## config.mk

```make
export PLATFORM = sky130hd
export DESIGN_NAME = spi_mosi_rx
export DESIGN_NICKNAME = d
export VERILOG_FILES = /design/src/rtl/spi_pkg.sv /design/src/rtl/spi_rx_fifo.sv /design/src/rtl/spi_mosi_rx.sv
export SDC_FILE = /design/constraint.sdc
export NUM_CORES = 1
export LEC_CHECK = 0
export ABC_CLOCK_PERIOD_IN_PS = 6080
export BUFFER_PORTS_ARGS = -buffer_cell sky130_fd_sc_hd__clkbuf_2
export CORE_ASPECT_RATIO = 0.5
export CORE_UTILIZATION = 63
export CTS_BUF_LIST = sky130_fd_sc_hd__clkbuf_16
export DETAILED_ROUTE_END_ITERATION = 8
export GPL_TIMING_DRIVEN = 1
export PLACE_DENSITY = 0.84
export SLEW_MARGIN = 20
export SYNTH_ARGS = -nofsm -noshare
export SYNTH_HDL_FRONTEND = slang
export SYNTH_SLANG_ARGS = --single-unit
```

## constraint.sdc

```tcl
create_clock -name spi_clk -period 6.08 [get_ports spi_clk]
set_input_delay 0.608 -clock spi_clk [delete_from_list [all_inputs] [get_ports spi_clk]]
set_output_delay 0.608 -clock spi_clk [all_outputs]
set_load 0.03 [all_outputs]
```

## src/rtl/spi_pkg.sv

```systemverilog
// Shared definitions for the MOSI receive path: FSM encodings, default byte width
// and the broadcast address.
package spi_pkg;

  localparam int DSIZE_DEF = 8;
  localparam logic [DSIZE_DEF-1:0] BCAST_ADDR = {DSIZE_DEF{1'b1}};

  typedef enum logic [1:0] {
    IDLE = 2'd0,
    ADDR = 2'd1,
    DATA = 2'd2
  } rx_state_e;

endpackage

```

## src/rtl/spi_rx_fifo.sv

```systemverilog
// Synchronous first-word-fall-through frame FIFO; dout shows the head entry and
// reads as zero while empty. A push into a full FIFO is accepted only alongside a pop.
module spi_rx_fifo #(
  parameter int WIDTH      = 16,
  parameter int FIFO_DEPTH = 4
) (
  input  logic                          spi_clk,
  input  logic                          n_reset,
  input  logic                          push,
  input  logic                          pop,
  input  logic [WIDTH-1:0]              din,
  output logic [WIDTH-1:0]              dout,
  output logic [$clog2(FIFO_DEPTH):0]   count,
  output logic                          full,
  output logic                          empty
);

  localparam int AW = $clog2(FIFO_DEPTH);

  logic [WIDTH-1:0] mem [FIFO_DEPTH];
  logic [AW-1:0]    wr_ptr;
  logic [AW-1:0]    rd_ptr;
  logic [AW:0]      cnt;
  logic             do_push;
  logic             do_pop;

  assign empty   = (cnt == '0);
  assign full    = (cnt == (AW+1)'(FIFO_DEPTH));
  assign do_pop  = pop & ~empty;
  assign do_push = push & (~full | do_pop);

  // Power-of-two depth lets the pointers wrap by plain overflow.
  always_ff @(posedge spi_clk or negedge n_reset) begin
    if (!n_reset) begin
      wr_ptr <= '0;
      rd_ptr <= '0;
      cnt    <= '0;
    end else begin
      if (do_push) wr_ptr <= wr_ptr + 1'b1;
      if (do_pop)  rd_ptr <= rd_ptr + 1'b1;
      case ({do_push, do_pop})
        2'b10:   cnt <= cnt + 1'b1;
        2'b01:   cnt <= cnt - 1'b1;
        default: cnt <= cnt;
      endcase
    end
  end

  always_ff @(posedge spi_clk) begin
    if (do_push) mem[wr_ptr] <= din;
  end

  assign dout  = empty ? '0 : mem[rd_ptr];
  assign count = cnt;

endmodule

```

## src/rtl/spi_mosi_rx.sv

```systemverilog
// Slave-side MOSI deserializer: rebuilds LSB-first {address, data} frames and queues them.
// Optional build macro ADDR_FILTER_EN keeps only frames for my_addr or the broadcast address.
module spi_mosi_rx
  import spi_pkg::*;
#(
  parameter int DSIZE      = DSIZE_DEF,
  parameter int FIFO_DEPTH = 4
) (
  input  logic                          spi_clk,
  input  logic                          n_reset,
  input  logic                          spi_cs,
  input  logic                          spi_mosi,
  input  logic [DSIZE-1:0]              my_addr,
  input  logic                          rx_rd_en,
  input  logic                          ovr_clr,
  output logic [DSIZE-1:0]              rx_addr,
  output logic [DSIZE-1:0]              rx_data,
  output logic                          rx_valid,
  output logic [$clog2(FIFO_DEPTH):0]   rx_count,
  output logic                          rx_overrun,
  output logic                          frame_err
);

  localparam int            CW   = $clog2(DSIZE);
  localparam logic [CW-1:0] LAST = CW'(DSIZE - 1);

  rx_state_e        state, state_nxt;
  logic [CW-1:0]    bit_cnt, bit_cnt_nxt;
  logic [DSIZE-2:0] shift_reg, shift_nxt;
  logic [DSIZE-1:0] addr_reg, addr_nxt;
  logic             frame_done;
  logic             frame_err_nxt;
  logic             addr_ok;
  logic             push_req;
  logic             fifo_full;
  logic             fifo_empty;
  logic [DSIZE-1:0] frame_data;

  // The top bit of each byte is taken straight from the line, so the shifter holds DSIZE-1 bits.
  assign frame_data = {spi_mosi, shift_reg};

  always_ff @(posedge spi_clk or negedge n_reset) begin
    if (!n_reset) begin
      state     <= IDLE;
      bit_cnt   <= '0;
      shift_reg <= '0;
      addr_reg  <= '0;
      frame_err <= 1'b0;
    end else begin
      state     <= state_nxt;
      bit_cnt   <= bit_cnt_nxt;
      shift_reg <= shift_nxt;
      addr_reg  <= addr_nxt;
      frame_err <= frame_err_nxt;
    end
  end

  always_comb begin
    state_nxt     = state;
    bit_cnt_nxt   = bit_cnt;
    shift_nxt     = shift_reg;
    addr_nxt      = addr_reg;
    frame_done    = 1'b0;
    frame_err_nxt = 1'b0;
    if (spi_cs) begin
      state_nxt     = IDLE;
      bit_cnt_nxt   = '0;
      frame_err_nxt = ((state == ADDR) && (bit_cnt != '0)) || (state == DATA);
    end else begin
      for (int i = 0; i < DSIZE - 1; i++) begin
        if (bit_cnt == CW'(i)) shift_nxt[i] = spi_mosi;
      end
      case (state)
        IDLE: begin
          state_nxt   = ADDR;
          bit_cnt_nxt = CW'(1);
        end
        ADDR: begin
          if (bit_cnt == LAST) begin
            addr_nxt    = frame_data;
            state_nxt   = DATA;
            bit_cnt_nxt = '0;
          end else begin
            bit_cnt_nxt = bit_cnt + 1'b1;
          end
        end
        DATA: begin
          if (bit_cnt == LAST) begin
            frame_done  = 1'b1;
            state_nxt   = ADDR;
            bit_cnt_nxt = '0;
          end else begin
            bit_cnt_nxt = bit_cnt + 1'b1;
          end
        end
        default: begin
          state_nxt   = IDLE;
          bit_cnt_nxt = '0;
        end
      endcase
    end
  end

`ifdef ADDR_FILTER_EN
  assign addr_ok = (addr_reg == my_addr) || (addr_reg == {DSIZE{1'b1}});
`else
  logic unused_my_addr;
  assign unused_my_addr = ^my_addr;
  assign addr_ok        = 1'b1;
`endif

  assign push_req = frame_done & addr_ok;

  // A concurrent pop frees the slot, so only an unpaired push into a full FIFO is a loss.
  always_ff @(posedge spi_clk or negedge n_reset) begin
    if (!n_reset) begin
      rx_overrun <= 1'b0;
    end else if (push_req && fifo_full && !(rx_rd_en && !fifo_empty)) begin
      rx_overrun <= 1'b1;
    end else if (ovr_clr) begin
      rx_overrun <= 1'b0;
    end
  end

  spi_rx_fifo #(
    .WIDTH      (2 * DSIZE),
    .FIFO_DEPTH (FIFO_DEPTH)
  ) u_fifo (
    .spi_clk (spi_clk),
    .n_reset (n_reset),
    .push    (push_req),
    .pop     (rx_rd_en),
    .din     ({addr_reg, frame_data}),
    .dout    ({rx_addr, rx_data}),
    .count   (rx_count),
    .full    (fifo_full),
    .empty   (fifo_empty)
  );

  assign rx_valid = ~fifo_empty;

endmodule
```

==> impl_metrics.tcl, run 1 <==
set metrics [dict create \
    status "completed" \
    max_slew_margin_pct 49.2 \
    synth_top_family_by_area "multiplexers" \
    synthXorXnorAreaFrac_pct 1.35 \
    design_area_mm2 0.00436 \
    netlist_area_mm2 0.00389 \
    required_ns 5.47 \
    top_usage_layer "met2" \
    use_met3_pct 6.16 \
    die_y_um 57.6 \
    worstSetupPathType "register to primary output" \
    synth_seq_cells 93 \
    cpMaxStageDelayCell "dfrtp_2" \
    grt_pass1_wl_um 10500 \
    crit_arrival_ns 2.03 \
    ir_drop_mv 0.189 \
    largest_reg_flops 64 \
    numCtsBuffers 9 \
    io_buffers 27 \
    slowest_delay_ns 0.75 \
    setup_viol 0 \
    synth_seq_area_share_pct 68.0 \
    grt_max_degree 30 \
    cts_buffer_depth 2 \
    synthAdderAreaFrac_pct 5.34 \
    cp-end-kind "primary output" \
    clock_latency_ns 0.33 \
    dpl.hpwl_um 4130 \
    synth.avg_cell_area_um2 17.8 \
    ioPinCount 36 \
    synth.top_cell.area_share_pct 49.4 \
    yosys.area_share.simple_pct 7.40 \
    drc_errors 0 \
    synth-compound-area-share_pct 1.51 \
    gp_congestion 0.765 \
    synth_top_area_cell "edfxtp_1" \
    drtAntennaViolNets 0 \
    initial_core_util_pct 68.2 \
    cts_setup_buffers 0 \
    drt_iter0_markers 74 \
    cpLargestDelayFamily "flip-flops" \
    finalPower_uw 1260 \
    syn2layout_area_growth_pct 12.0 \
    die_w_um 113 \
    leakagePower_uw 0.00174 \
    cts.clk_slew.worst_paths_ns 0.06 \
    drt_pass1_iterations 5 \
    drive_gt1_share_pct 31.8 \
    synth_fp_nets 249 \
    antenna_found_initial 0 \
    drv_cap 0 \
    drt-wirelength-per-cell_um 20.3 \
    rsz0062_at_grt "false" \
    synth.area.top_cells "edfxtp_1, dfrtp_1, mux4_2" \
    path_max_fanout 18 \
    yosys_warnings 0 \
    antenna_cells 0 \
    routed_wl_um 6650 \
    cts_hold_buf 0 \
    p_per_area_mw_per_mm2 290 \
    grt_util_all_layers_pct 23.0 \
    cts_resized 0 \
    fin_hold_ws_ns 0.337 \
    grt_pass1_vias 2032 \
    clockRootBuffer "clkbuf_16" \
    crit_buf_inv 1 \
    use_met1_pct 29.3 \
    fin_crit_sh_pct 43.4 \
    synth.distinct_cells 36 \
    dpl_cell_area_mm2 0.00408 \
    worst_pin_slew_ns 0.762 \
    fin_crit_ns 2.64 \
    row_count 19 \
    hp-class "primary input to asynchronous set/reset pin" \
    viasPerCell 5.90 \
    die-area_mm2 0.00651 \
    coreArea_mm2 0.00571 \
    syn_inst 219 \
    max_freq_mhz 379 \
    vias 1936 \
    finClkSkew_ns 0.00603 \
    start_kind "register" \
    hold_viol 0 \
    h-tree-depth 3 \
    grt_overflow 0 \
    cts_tree "yes" \
    path_cells "mux4_2, and2_1, clkbuf_2" \
    met2_usage_pct 39.9 \
    yosys-mux-area-fraction_pct 14.0 \
    tns_ns 0 \
    final_util_pct 76.4 \
    report.final.slew_viol_count 0 \
    final_nets 280 \
    clock-sinks 93 \
]
==> cell type report <==
class | count | area, um2
Fill cell | 332 | 1350
Sequential cell | 93 | 2650
Inverter | 14 | 52.6
Clock inverter | 7 | 55.1
Multi-Input combinational cell | 105 | 1150
Timing Repair Buffer | 27 | 135
Clock buffer | 9 | 225
Tap cell | 73 | 91.3
==> worst register-to-register path, stage by stage (launching register included) <==
cell and delay, ns:
dfrtp_1 0.42, or3_1 0.54, and2_1 0.26, ha_1 0.20, inv_1 0.07, fa_1 0.37
xor2_1 0.15, nor2_1 0.14, xor2_1 0.18
==> kinds of logic after synthesis <==
family | Yosys count
and+or+nand+nor | 42
xor gates and xnor gates | 6
DFF | 93
adders and majority gates | 16
AOI/OAI and AO/OA | 9
buffers and inverters | 21
muxes | 32
==> metal layers <==
metal / vias to the layer above / part of all wire, % / routed length (um)
met5: - / 0 / 0
met4: 0 / 1.1 / 70
met3: 9 / 6.2 / 412
met2: 62 / 50 / 3320
met1: 987 / 43 / 2850
li1: 878 / - / -
==> cell usage in the layout (no fill, tap or decap), types with 2 or more instances in the layout <==
| master | count |
|---|---|
| nand3_1 | 2 |
| inv_6 | 4 |
| mux2_2 | 15 |
| nor2_1 | 2 |
| and2_2 | 4 |
| mux4_2 | 16 |
| xnor2_1 | 3 |
| nand3b_1 | 5 |
| edfxtp_1 | 64 |
| or3_1 | 2 |
| dfrtp_1 | 28 |
| clkbuf_2 | 27 |
| xor2_1 | 3 |
| ha_1 | 15 |
| a31oi_1 | 2 |
| nor3b_1 | 3 |
| inv_1 | 14 |
| and2_1 | 17 |
| clkbuf_16 | 9 |
==> final timing paths <==
kind	start	to	slack (ns)	cells past startpoint
max	u_fifo.rd_ptr[0]$_DFFE_PN0P_	rx_data[4]	3.44	3
max in group asynchronous	n_reset	u_fifo.rd_ptr[0]$_DFFE_PN0P_	5.22	1
max reg2reg	u_fifo.count[0]$_DFFE_PN0P_	u_fifo.count[2]$_DFFE_PN0P_	3.68	8
min	n_reset	state[0]$_DFFE_PN0P_	0.34	1
min in group spi_clk	ovr_clr	rx_overrun$_DFFE_PN0P_	0.47	2
min reg2reg	addr_reg[1]$_DFFE_PN0P_	u_fifo.mem[1][9]$_DFFE_PP_	0.53	0
==> power by group <==
part | internal [uW] | switching, uW | total, uW
combinational | 15.8 | 19.5 | 35.3
sequential | 693 | 14.8 | 707
clock | 282 | 239 | 522
total | 991 | 274 | 1260
==> cells in the mapped netlist <==
library cell,n
or3_1,2
nor4b_1,1
ha_1,15
nand3b_1,5
xor2_1,3
nor4bb_1,1
clkbuf_1,3
o21ai_0,1
a211oi_1,1
nor3_1,1
mux2_2,15
fa_1,1
nand3_1,2
or4b_4,1
o22ai_1,1
and2_2,4
dfrtp_1,29
edfxtp_1,64
nor3b_1,3
nand2_1,1
buf_6,1
nor2b_1,1
buf_4,1
xnor2_1,3
mux2_4,1
o211ai_1,1
and2_1,17
nor2b_4,1
mux4_2,16
a21boi_0,1
o21a_1,1
nor2_1,2
a21oi_1,1
buf_2,2
a31oi_1,2
inv_1,14
==> through the flow <==
step                std cells  worst slack, ns
floorplan                 219             3.76
detailed placement        312             3.34
CTS                       328             3.03
global route              328             3.33
global placement          312             3.38
finish                    328             3.44
Power figures use the tool's default switching activity.
==> run 2, diff against run 1 <==
ABC_CLOCK_PERIOD_IN_PS = 2600   (was 6080)
CORE_UTILIZATION = 58   (was 63)
PLACE_DENSITY = 0.78   (was 0.84)
clock period = 2.6 ns   (was 6.08 ns; I/O delays follow)
==> impl_metrics.tcl, run 2 (synthesized netlist as in run 1, its figures left out) <==
set metrics [dict create \
    worst_pin_slew_ns 0.779 \
    start_kind "register" \
    drc_errors 0 \
    p_per_area_mw_per_mm2 676 \
    timing.final.ws_setup_ns 0.299 \
    hold_viol 11 \
    leakagePower_uw 0.00177 \
    r2r_start "bit_cnt[0]$_DFF_PN0_" \
    cts_tree "yes" \
    layout_common_cells "edfxtp_1, dfrtp_1, clkbuf_2" \
    path_cells "ha_1, ha_1, nand3b_1, nor2b_4, inv_1, ha_1, inv_1, fa_1, xor2_1, nor2_1, xor2_1" \
    final_util_pct 70.4 \
    ir_drop_mv 0.359 \
    final_nets 283 \
    regArea_mm2 0.00265 \
    grt_pass1_wl_um 9990 \
    multi_input_area_mm2 0.00115 \
    worst_r2r_path_depth 11 \
    placed_cells 330 \
    report.final.slew_viol_count 0 \
    clockRootBuffer "clkbuf_16" \
    comb_power_share_pct 2.7 \
    setup_viol 0 \
    fin_crit_sh_pct 88.5 \
    fin_hold_ws_ns -0.00642 \
    initial_core_util_pct 62.2 \
    internal_power_uw 2390 \
    drt-wirelength-per-cell_um 17.9 \
    numCtsBuffers 9 \
    fin_cells 346 \
    max_freq_mhz 435 \
    cts_buffer_depth 2 \
    cts_setup_buffers 0 \
    routed_wl_um 6210 \
    p_sw_uw 590 \
    grt_overflow 0 \
    p_sw_share_pct 19.8 \
    die-area_mm2 0.00706 \
    drv_cap 0 \
    drive_gt1_share_pct 31.0 \
    status "finished, violations left" \
    p_clk_share_pct 41.6 \
    seqPwrFrac_pct 55.7 \
    crit_top_cell "ha_1" \
    ioPinCount 36 \
    drt_pass1_iterations 4 \
    clock-sinks 93 \
    place_ws_ns 0.294 \
    worstSetupPathType "register to register" \
    path_max_fanout 7 \
    dpl.hpwl_um 3890 \
    syn2layout_area_growth_pct 13.2 \
    mostFrequentLayoutCell "edfxtp_1" \
    cts.clk_slew.worst_paths_ns 0.06 \
    crit_arrival_ns 2.56 \
    row_count 20 \
    crit_buf_inv 2 \
    cpMaxStageDelayCell "dfrtp_1" \
    antenna_found_initial 0 \
    antenna_cells 0 \
    slowest_delay_ns 0.40 \
    finClkSkew_ns 0.00474 \
    violations "negative hold slack" \
    viasPerCell 5.53 \
    die_y_um 59.9 \
    r2r_end "u_fifo.count[2]$_DFFE_PN0P_" \
    die_w_um 118 \
    grt_max_degree 30 \
    crit_cells 11 \
    clock_latency_ns 0.34 \
    cpLargestDelayFamily "adder cells" \
    max_slew_margin_pct 48.1 \
    grt_pass1_vias 1916 \
    grt_util_all_layers_pct 20.4 \
    fin_crit_ns 2.30 \
    h-tree-depth 3 \
    cts_hold_buf 0 \
    cts_resized 0 \
    r2r_slack_ns 0.30 \
    io_buffers 27 \
    hp-class "primary input to asynchronous set/reset pin" \
    vias 1914 \
    required_ns 2.86 \
    tns_ns 0 \
    num-fill-cells 391 \
    gp_congestion 0.715 \
    drt_iter0_markers 112 \
    drtAntennaViolNets 0 \
    cp-end-kind "register" \
    largest_reg_flops 64 \
    coreArea_mm2 0.00626 \
    rsz0062_at_grt "false" \
]
run 2: cell count changes in the layout (fill, tap and decap cells not counted):
cell	change
inv_1	+3
inv_6	-4
buf_4	+3
bufinv_16	+1
dfrtp_2	-1
dfrtp_1	+1
run 2: how the worst max path moves through the flow:
stage,from,end,slack (ns)
final,bit_cnt[0]$_DFF_PN0_,u_fifo.count[2]$_DFFE_PN0P_,0.30
after global routing,bit_cnt[0]$_DFF_PN0_,u_fifo.count[2]$_DFFE_PN0P_,0.11
after CTS,bit_cnt[0]$_DFF_PN0_,u_fifo.count[2]$_DFFE_PN0P_,0.28
after detailed placement,bit_cnt[0]$_DFF_PN0_,u_fifo.count[2]$_DFFE_PN0P_,0.29
after global placement,u_fifo.count[1]$_DFFE_PN0P_,u_fifo.count[2]$_DFFE_PN0P_,0.36
after floorplan,u_fifo.count[1]$_DFFE_PN0P_,u_fifo.count[2]$_DFFE_PN0P_,0.29
run 2: area by class of cell:
cell class | count | share of cell area [%]
sequential | 93 | 60.1
multi-input combinational | 105 | 26.1
clock buffer | 9 | 5.11
timing repair buffer | 30 | 3.58
tap | 88 | 2.50
clock inverter | 7 | 1.39
inverter | 14 | 1.19
run 2: power groups by stage:
stage	sequential, uW	clock (uW)	combinational (uW)
4_1_cts	1660	1260	81.2
5_1_grt	1660	1320	91.5
2_1_floorplan	1670	0	50.4
3_5_place_dp	1690	0	80.4
3_3_place_gp	1680	0	75.6
6_report	1660	1240	80.5
run 2: layer usage:
layer	routed length, um	GRT usage [%]	vias to the layer above	part of all wire [%]
met1	3030	25.7	991	49
met4	61	7.69	0	0.98
met5	0	0	-	0
met3	260	7.16	7	4.2
li1	-	-	886	-
met2	2860	33.4	30	46
run 2: stage by stage:
step           area (um2)  power [uW]
2_1_floorplan        3890        1720
3_3_place_gp         4120        1760
3_5_place_dp         4120        1770
4_1_cts              4410        3000
5_1_grt              4410        3080
6_report             4410        2980
==> run 3, diff against run 2 <==
CORE_UTILIZATION = 25   (was 58)
CTS_CLUSTER_DIAMETER = 120   (was unset)
PLACE_DENSITY = unset   (was 0.78)
==> impl_metrics.tcl, run 3 (synthesized netlist as in run 1, its figures left out) <==
set metrics [dict create \
    hp-class "primary input to asynchronous set/reset pin" \
    start_kind "register" \
    finClkSkew_ns 0.00486 \
    die_y_um 90.2 \
    violations "negative hold slack" \
    dpl.hpwl_um 4340 \
    viasPerCell 4.19 \
    cp-end-kind "register" \
    p_per_area_mw_per_mm2 663 \
    grt_util_all_layers_pct 9.22 \
    worstSetupPathType "register to register" \
    vias 1910 \
    drt_iter0_markers 119 \
    drc_errors 0 \
    cts_resized 0 \
    report.final.slew_viol_count 0 \
    initial_core_util_pct 26.3 \
    drt_pass1_iterations 4 \
    drv_cap 0 \
    numCtsBuffers 9 \
    gp_congestion 0.765 \
    num-fill-cells 1448 \
    die-area_mm2 0.0161 \
    clockRootBuffer "clkbuf_16" \
    die_w_um 178 \
    finalPower_uw 3020 \
    cts_buffer_depth 2 \
    antenna_cells 0 \
    coreArea_mm2 0.0148 \
    h-tree-depth 3 \
    largest_reg_flops 64 \
    max_freq_mhz 426 \
    cts_tree "yes" \
    final_nets 283 \
    grt_overflow 0 \
    setup_viol 0 \
    clock_latency_ns 0.33 \
    fin_crit_ns 2.34 \
    tns_ns 0 \
    io_buffers 27 \
    crit_arrival_ns 2.60 \
    grt_pass1_vias 2104 \
    routed_wl_um 6730 \
    syn2layout_area_growth_pct 17.1 \
    final_util_pct 30.7 \
    antenna_found_initial 0 \
    drive_gt1_share_pct 32.2 \
    grt_max_degree 30 \
    cts_setup_buffers 0 \
    ir_drop_mv 0.350 \
    ioPinCount 36 \
    cts_hold_buf 0 \
    r2r_slack_ns 0.26 \
    grt_pass1_wl_um 11100 \
    required_ns 2.85 \
    layout_common_cells "edfxtp_1, dfrtp_1, clkbuf_2" \
    status "finished, violations left" \
    row_count 31 \
    path_max_fanout 7 \
    mostFrequentLayoutCell "edfxtp_1" \
    worst_r2r_path_depth 11 \
    leakagePower_uw 0.00176 \
    drtAntennaViolNets 0 \
    drt-wirelength-per-cell_um 14.8 \
    fin_crit_sh_pct 90.2 \
    max_slew_margin_pct 48.0 \
    cts.clk_slew.worst_paths_ns 0.06 \
    fin_hold_ws_ns -0.00369 \
    hold_viol 3 \
    worst_pin_slew_ns 0.780 \
    rsz0062_at_grt "false" \
    clock-sinks 93 \
]
run 3: cell types whose count changed in the layout (fill, tap and decap cells not counted):
cell | before | now
clkinvlp_4 | 1 | 3
clkinv_4 | 1 | 0
clkinv_1 | 1 | 0
inv_1 | 17 | 15
inv_6 | 0 | 2
run 3: worst paths after layout:
kind | start | to
setup / recovery | bit_cnt[0]$_DFF_PN0_ | u_fifo.count[2]$_DFFE_PN0P_
hold / removal | n_reset | addr_reg[5]$_DFFE_PN0P_
setup reg to reg | bit_cnt[0]$_DFF_PN0_ | u_fifo.count[2]$_DFFE_PN0P_
hold reg to reg | u_fifo.rd_ptr[1]$_DFFE_PN0P_ | u_fifo.rd_ptr[1]$_DFFE_PN0P_
max in group asynchronous | n_reset | u_fifo.rd_ptr[0]$_DFFE_PN0P_
min in group spi_clk | ovr_clr | rx_overrun$_DFFE_PN0P_
run 3: critical path, stage by stage (launching register included):
cell and delay [ns]:
dfrtp_1 0.40, ha_1 0.23, ha_1 0.25, nand3b_1 0.19, nor2b_4 0.09, inv_1 0.06, ha_1 0.18, inv_1 0.07
fa_1 0.38, xor2_1 0.15, nor2_1 0.11, xor2_1 0.16
run 3: where the power goes:
part	leakage, uW	switching (uW)	internal [uW]	total [uW]
sequential	0.00101	34.2	1620	1650
combinational	0.000609	44.2	37.4	81.6
clock	0.000140	535	748	1280
run 3: stage by stage:
stage / instances / setup slack [ns] / cell area, um2
6_report: 456 / 0.255 / 4560
4_1_cts: 456 / 0.220 / 4560
2_1_floorplan: 219 / 0.291 / 3890
3_5_place_dp: 440 / 0.240 / 4260
3_3_place_gp: 440 / 0.342 / 4260
5_1_grt: 456 / 0.150 / 4560
run 3: layer usage:
metal | up-vias | share of wire [%] | GRT usage, %
li1 | 891 | - | -
met1 | 989 | 43 | 10.4
met2 | 19 | 53 | 16.3
met3 | 11 | 2.9 | 2.88
met4 | 0 | 1.8 | 3.18
met5 | - | 0 | 0
run 3: final cells by class:
cell class	count	area, um2	share of cell area (%)
clock buffers	9	225	4.94
clock inverters	7	73.8	1.62
inverters	14	52.6	1.15
multi-input cells	105	1150	25.3
flip-flops and latches	93	2650	58.1
well taps	198	248	5.44
repair buffers	30	158	3.46
